$ cat src/rtl/fde_sequencer_pkg.sv
// Shared definitions for the miniCPU fetch/decode/execute sequencer:
// FSM state encoding and the opcodes the sequencer itself interprets.
package fde_sequencer_pkg;

  typedef enum logic [2:0] {
    ST_IDLE   = 3'd0,
    ST_FETCH  = 3'd1,
    ST_DECODE = 3'd2,
    ST_EXEC   = 3'd3,
    ST_WB     = 3'd4,
    ST_HALT   = 3'd5
  } fdeState_e;

  localparam logic [3:0] OPC_NOP  = 4'h0;
  localparam logic [3:0] OPC_HALT = 4'hF;

endpackage

$ cat src/rtl/fde_pc_reg.sv
// Program counter for the sequencer: async active-low clear, increment
// enable, natural wrap from 2**PC_W-1 back to 0.
module fde_pc_reg #(
  parameter int PC_W = 4
) (
  input  logic            clk_i,
  input  logic            reset_ni,
  input  logic            inc_i,
  output logic [PC_W-1:0] pc_o
);

  logic [PC_W-1:0] pc_q;
  logic [PC_W-1:0] pc_d;

  always_comb begin
    pc_d = pc_q;
    if (inc_i) begin
      pc_d = pc_q + PC_W'(1);
    end
  end

  always_ff @(posedge clk_i or negedge reset_ni) begin
    if (!reset_ni) begin
      pc_q <= '0;
    end else begin
      pc_q <= pc_d;
    end
  end

  assign pc_o = pc_q;

endmodule

$ cat src/rtl/fde_sequencer.sv
// Fetch/decode/execute sequencer for the miniCPU core: walks pc through
// instruction memory, decodes each word, drives the ALU and retires results.
module fde_sequencer
  import fde_sequencer_pkg::*;
#(
  parameter int PC_W   = 4,
  parameter int DATA_W = 8,
  parameter int OP_W   = 4
) (
  input  logic                     clk_i,
  input  logic                     reset_ni,
  input  logic                     stop_i,
  output logic                     imem_req_o,
  output logic [PC_W-1:0]          imem_addr_o,
  input  logic                     imem_valid_i,
  input  logic [OP_W+2*DATA_W-1:0] imem_rdata_i,
  output logic                     alu_start_o,
  input  logic                     alu_done_i,
  input  logic [DATA_W-1:0]        alu_result_i,
  output logic [OP_W-1:0]          opcode_o,
  output logic [DATA_W-1:0]        operand_1_o,
  output logic [DATA_W-1:0]        operand_2_o,
  output logic [DATA_W-1:0]        result_o,
  output logic [PC_W-1:0]          pc_o,
  output logic                     retire_o,
  output logic                     halted_o
);

  localparam int INSTR_W = OP_W + 2 * DATA_W;

  fdeState_e state_q, state_d;

  logic [INSTR_W-1:0] instr_q, instr_d;
  logic [OP_W-1:0]    opcode_q, opcode_d;
  logic [DATA_W-1:0]  operand1_q, operand1_d;
  logic [DATA_W-1:0]  operand2_q, operand2_d;
  logic [DATA_W-1:0]  result_q, result_d;
  logic               aluStarted_q;
  logic               pcInc;

  logic [OP_W-1:0]   instrOp;
  logic [DATA_W-1:0] instrOperand1;
  logic [DATA_W-1:0] instrOperand2;

  assign instrOp       = instr_q[INSTR_W-1 -: OP_W];
  assign instrOperand1 = instr_q[2*DATA_W-1 -: DATA_W];
  assign instrOperand2 = instr_q[DATA_W-1:0];

  always_ff @(posedge clk_i or negedge reset_ni) begin
    if (!reset_ni) begin
      state_q <= ST_IDLE;
    end else begin
      state_q <= state_d;
    end
  end

  // stop is only honoured at instruction boundaries (IDLE and WB).
  always_comb begin
    state_d = state_q;
    unique case (state_q)
      ST_IDLE:   state_d = stop_i ? ST_IDLE : ST_FETCH;
      ST_FETCH:  if (imem_valid_i) state_d = ST_DECODE;
      ST_DECODE: begin
        if (instrOp == OP_W'(OPC_HALT)) begin
          state_d = ST_HALT;
        end else if (instrOp == OP_W'(OPC_NOP)) begin
          state_d = ST_WB;
        end else begin
          state_d = ST_EXEC;
        end
      end
      ST_EXEC:   if (alu_done_i) state_d = ST_WB;
      ST_WB:     state_d = stop_i ? ST_IDLE : ST_FETCH;
      ST_HALT:   state_d = ST_HALT;
      default:   state_d = ST_IDLE;
    endcase
  end

  always_comb begin
    imem_req_o  = (state_q == ST_FETCH);
    alu_start_o = (state_q == ST_EXEC) && !aluStarted_q;
    retire_o    = (state_q == ST_WB);
    halted_o    = (state_q == ST_HALT);
    pcInc       = (state_q == ST_WB);
  end

  always_comb begin
    instr_d    = instr_q;
    opcode_d   = opcode_q;
    operand1_d = operand1_q;
    operand2_d = operand2_q;
    result_d   = result_q;
    if (state_q == ST_FETCH && imem_valid_i) begin
      instr_d = imem_rdata_i;
    end
    if (state_q == ST_DECODE) begin
      opcode_d   = instrOp;
      operand1_d = instrOperand1;
      operand2_d = instrOperand2;
    end
    if (state_q == ST_EXEC && alu_done_i) begin
      result_d = alu_result_i;
    end
  end

  // aluStarted_q is high from the second EXEC cycle on, so the start is a single pulse.
  always_ff @(posedge clk_i or negedge reset_ni) begin
    if (!reset_ni) begin
      instr_q      <= '0;
      opcode_q     <= '0;
      operand1_q   <= '0;
      operand2_q   <= '0;
      result_q     <= '0;
      aluStarted_q <= 1'b0;
    end else begin
      instr_q      <= instr_d;
      opcode_q     <= opcode_d;
      operand1_q   <= operand1_d;
      operand2_q   <= operand2_d;
      result_q     <= result_d;
      aluStarted_q <= (state_q == ST_EXEC);
    end
  end

  fde_pc_reg #(
    .PC_W(PC_W)
  ) uPcReg (
    .clk_i   (clk_i),
    .reset_ni(reset_ni),
    .inc_i   (pcInc),
    .pc_o    (pc_o)
  );

  assign imem_addr_o = pc_o;
  assign opcode_o    = opcode_q;
  assign operand_1_o = operand1_q;
  assign operand_2_o = operand2_q;
  assign result_o    = result_q;

endmodule

$ cat config.mk
export PLATFORM = sky130hd
export DESIGN_NAME = fde_sequencer
export DESIGN_NICKNAME = d
export VERILOG_FILES = /design/src/rtl/fde_sequencer_pkg.sv /design/src/rtl/fde_pc_reg.sv /design/src/rtl/fde_sequencer.sv
export SDC_FILE = /design/constraint.sdc
export NUM_CORES = 1
export LEC_CHECK = 0
export BUFFER_PORTS_ARGS = -buffer_cell sky130_fd_sc_hd__buf_4
export CORE_ASPECT_RATIO = 0.6
export CORE_MARGIN = 1
export CORE_UTILIZATION = 30
export CTS_BUF_LIST = sky130_fd_sc_hd__clkbuf_4 sky130_fd_sc_hd__clkbuf_8
export CTS_CLUSTER_DIAMETER = 30
export CTS_CLUSTER_SIZE = 25
export DETAILED_ROUTE_END_ITERATION = 10
export GPL_TIMING_DRIVEN = 0
export SETUP_SLACK_MARGIN = 0.3
export SYNTH_ARGS = -nofsm -noshare
export SYNTH_HDL_FRONTEND = slang
export SYNTH_SLANG_ARGS = --single-unit
$ cat constraint.sdc
create_clock -name clk_i -period 3.2 [get_ports clk_i]
set_input_delay 0.48 -clock clk_i [delete_from_list [all_inputs] [get_ports clk_i]]
set_output_delay 0.48 -clock clk_i [all_outputs]
set_load 0.01 [all_outputs]
Yosys cells after proc, flatten, opt, wreduce, memory -nomap -nowiden
Cells that the tools add are included.
{"block": "op_classes", "n_eq_ne": 8, "n_reduce_logical": 8, "add_sub_neg": 1, "mux": 6}
{"operator": "$pmux W3 S5", "count": 1}
{"operator": "$mux W3", "count": 4}
{"operator": "$eq A3 B2 Y1 const B", "count": 2}
{"operator": "$eq A3 B3 Y1 const B", "count": 2}
{"operator": "$add A4 B1 Y4 const B", "count": 1}
{"operator": "$eq A4 B4 Y1 const B", "count": 1}
{"operator": "$logic_not A4 Y1", "count": 1}
{"operator": "$eq A3 B1 Y1 const B", "count": 1}
{"operator": "$logic_and A1 B1 Y1", "count": 3}
{"operator": "$logic_not A3 Y1", "count": 1}
{"operator": "$ne A2 B1 Y1 const B", "count": 1}
{"operator": "$ne A2 B2 Y1 const B", "count": 1}
{"operator": "$reduce_and A2 Y1", "count": 1}
{"operator": "$reduce_or A2 Y1", "count": 1}
{"operator": "$logic_not A1 Y1", "count": 1}
{"operator": "$mux W1", "count": 1}
{"block": "word_totals", "output_inout_bits": 40, "regBits": 56, "inputBits": 33}

Logic depth before layout (Yosys ltp)
{"block": "depth", "word_depth": 4, "mapped_depth": 4}

Modules after synthesis
A second synthesis with hierarchy kept.
{"block": "hier_totals", "hier_cells": 145, "area_unflattened_um2": 2334.7}
{"mod": "fde_sequencer", "seq_area_each_um2": 1301.2, "area_per_inst_um2": 2174.6, "cells_per_inst": 134, "n_inst": 1}
{"mod": "fde_pc_reg", "seq_area_each_um2": 100.1, "area_per_inst_um2": 160.2, "cells_per_inst": 11, "n_inst": 1}

Worst setup path after synthesis
OpenSTA, ideal clock, no wires.
{"block": "synth_path", "path_type": "register -> output", "from": "register state_q[2]", "to": "output alu_start_o", "path_stages_with_launch": 4, "path_slack_ps": 1705, "n_path_buf": 0, "t_arrival_ps": 1015, "cell_sequence": "dfrtp_1 > and2b_1 > and2_1 > nor2b_1"}
{"block": "synth_between", "elab_chain_len": 2}
{"element": "from (decl)", "line": "fde_sequencer.sv:31", "source": "fdeState_e state_q, state_d;"}
{"element": "from (signal assigned)", "line": "fde_sequencer.sv:53", "source": "state_q <= state_d;"}
{"element": "$eq A3 B2 Y1", "line": "fde_sequencer.sv:81", "source": "alu_start_o = (state_q == ST_EXEC) && !aluStarted_q;"}
{"element": "$logic_and A1 B1 Y1", "line": "fde_sequencer.sv:81"}
{"element": "to (decl)", "line": "fde_sequencer.sv:17", "source": "output logic alu_start_o,"}
No other way between the ends.

Final worst setup path
Same ends and word-level chain as after synthesis.

==> results.md <==
- Compound-cell area share of the yosys netlist: roughly 2.2%
- GP Congestion: between 0.7 and 0.8
- Wire per inst: 13.2 microns
- Pre-CTS WS: about 1.6 ns
- Clock Skews: about 0.0046 ns
- P_int: just over 2 mW
- Starting Density: a little under a third
- Main combinational cell family by area after synthesis: multiplexers
- Cell count after synthesis: around 150
- Hold crit path type: input pin to async pin
- Part of the cycle the worst path needs: about three fifths
- Core Region: around 7400 sq um
- Crit path launch: state_q[2]$_DFFE_PN0P_
- 1st-pass router iterations: 4
- Post-CTS Hold Buffers: 0
- Antenna cells: 0
- Final HPWL DP: 3080 microns
- Syn_area_per_cell: approximately 16 sq um
- Post-synthesis simple-gate area fraction: roughly 6%
- Mux cell area share after synthesis: between 20% and 30%
- CP startpoint kind: register
- Final Hold Viols: 0
- TritonCTS Sinks: 56
- Top cells by area, synth: dfrtp_1, mux2_1, mux2_4
- Worst-Skew Late Latency: about 0.31 ns
- Register share of total power: between 40% and 50%
- Post-synth EDFFs: 0
- Post-synth cell types: 28
- Total Neg Setup Slack: 0 ns
- # IOs: 73
- Most used routing layer: met1
- Max-Cap Viols: 0
- RSZ-0062 raised after global routing: false
- Number of port buffers: 72
- CTS tree: built
- Warnings from Yosys: 0
- Fraction of registers with async set/reset: 100%
- Most frequent cells in the layout: buf_4, dfrtp_1, mux2_1
- Cts bufs inserted: 5
- Post-Syn Nets: ~180
- Clock Power Share: 13.9%
- Status: complete, no violations
- Total Nets Final: 260
- Clock root buffer: clkbuf_8
- Yosys top cell by area: dfrtp_1
- Final core occ: 41.9%
- Cell area after layout: 3100 sq um
- Global route overflow: 0
- WL final: around 4400 microns
- Setup violators final: 0
- Die Wd: between 100 and 150 microns
- Post-CTS Setup Bufs: 0
- Vias after detailed routing: ~1400
- DRT iter0 DRCs: 37
- Cell Pwr Density: 955 nW/um^2
- Via-per-instance ratio: roughly 4.2
- Synth Area in Adders: less than 1%
- Met1 usage: between 15 and 20%
- Final Max Tran Viols: 0
- Site Rows: 24
- Met3 Track Usage GR: 5.12%
- Tot Pwr: 2.96 mW
- Synthesis-to-finish area growth: 33.0%
- Post-synth top area share: 60.2%
- Critical Path AT: 1.49 ns
- GR Util All Layers: a little under an eighth
- Setup crit end kind: output port
- Met2 Use GR: approximately 15%
- Cell Area, Placed: about 3000 sq um
- CTS max path bufs: 2
- Lkg Pwr: roughly 1.5 nW
- Vias in the first global route: 1399
- Crit Path Class: register to output port
- Commonest non-fill, non-tap cell in the layout: buf_4
- Filler cells: 726
- #FFs+latches synth: between 50 and 60
- Combinational power share: a little over two fifths
- Die Ht: 70.2 microns
- First-pass GRT wire length: between 7000 and 8000 microns
- Relative slew slack: around 53%
- Clk slew on worst S/H paths: roughly 0.09 ns
- Switching power: ~0.92 mW
- # H-tree levels: 2
- Antenna violation net count after detailed routing: 0
- CP max FO: 8
- PnR worst setup slack: 1.23 ns
- Worst Reg2Reg Path Length in Cells: 4
- Layout cell share with drive strength beyond 1: 48.9%
- DRC viols: 0
- PostCTS Resize Cnt: 0
- Origin of the critical flop-to-flop path: state_q[0]$_DFFE_PN0P_
- Synth Area in XOR/XNOR: under 10%
- Mapped Area: roughly 2300 sq um
- Crit path time final: between 1.5 and 2 ns
- CP required: 2.72 ns
- Top FF cell, synth: dfrtp_1
- Switching share of power: roughly 31%
- Largest net degree at the start of global routing: 57
- Max Freq: just over 0.5 GHz
- Worst Tran Pin Value: 0.709 ns
- Sequential element share of the synthesized area: approximately three fifths
- Die ar.: 8130 sq um
- Initial antenna violation count: 0
- VDD IR max: 349 uV
worst max-delay path: stages (launching register included):
cell	delay, ns
dfrtp_1	0.49
and2b_1	0.26
and2_1	0.17
nor2b_1	0.12
buf_4	0.13
area by class of cell:
cell class | count | area (sq um) | area share, %
Buffer | 9 | 72.6 | 2.34
Clock buffer | 8 | 97.6 | 3.15
Multi-Input combinational cell | 82 | 853 | 27.6
Sequential cell | 56 | 1400 | 45.3
Tap cell | 104 | 130 | 4.20
Timing Repair Buffer | 72 | 541 | 17.5
metal layers:
| layer | vias to the layer above | share of wire, % |
|---|---|---|
| met5 | - | 0 |
| li1 | 669 | - |
| met1 | 682 | 51 |
| met3 | 8 | 8.4 |
| met4 | 0 | 1.3 |
| met2 | 47 | 39 |
cells in the mapped netlist (all sizes together) (2+ instances only):
cell type,number
buf,9
dfrtp,56
mux2,49
nand2,3
nand2b,4
nor2,5
nor2b,3
xnor2,2
metrics by stage:
stage               std cells  hold slack (ns)
floorplan                 147            0.184
global placement          323            0.470
detailed placement        323            0.476
CTS                       331            0.229
global route              331            0.257
finish                    331            0.208
registers in the layout (all words and copies together), names as in the netlist:
name,flops
aluStarted_q,1
opcode_o,4
operand_2_o,8
uPcReg.pc_o,4
operand_1_o,8
instr_q,20
result_o,8
state_q,3
final timing paths:
path,to,slack [ns]
max,alu_start_o,1.23
min,opcode_o[1]$_DFFE_PN0N_,0.21
max reg2reg,operand_2_o[1]$_DFFE_PN0N_,1.67
min reg2reg,instr_q[0]$_DFFE_PN0P_,0.49
max in group asynchronous,instr_q[12]$_DFFE_PN0P_,2.52
min in group clk_i,instr_q[9]$_DFFE_PN0P_,0.38
kinds of logic after synthesis:
family	after synthesis
DFF	56
buffers and inverters	9
xor gates and xnor gates	3
adders and majority gates	1
AOI/OAI and AO/OA	7
and+or+nand+nor	22
muxes	49
power groups by stage:
stage          registers [mW]  clock network (mW)  logic (mW)
4_1_cts                  1.30               0.437        1.28
3_5_place_dp             1.31                   0        1.28
5_1_grt                  1.34               0.469        1.36
3_3_place_gp             1.30                   0        1.25
2_1_floorplan            1.35                   0       0.671
6_report                 1.29               0.412        1.25
Note: power is estimated with default switching activity, not from simulation.
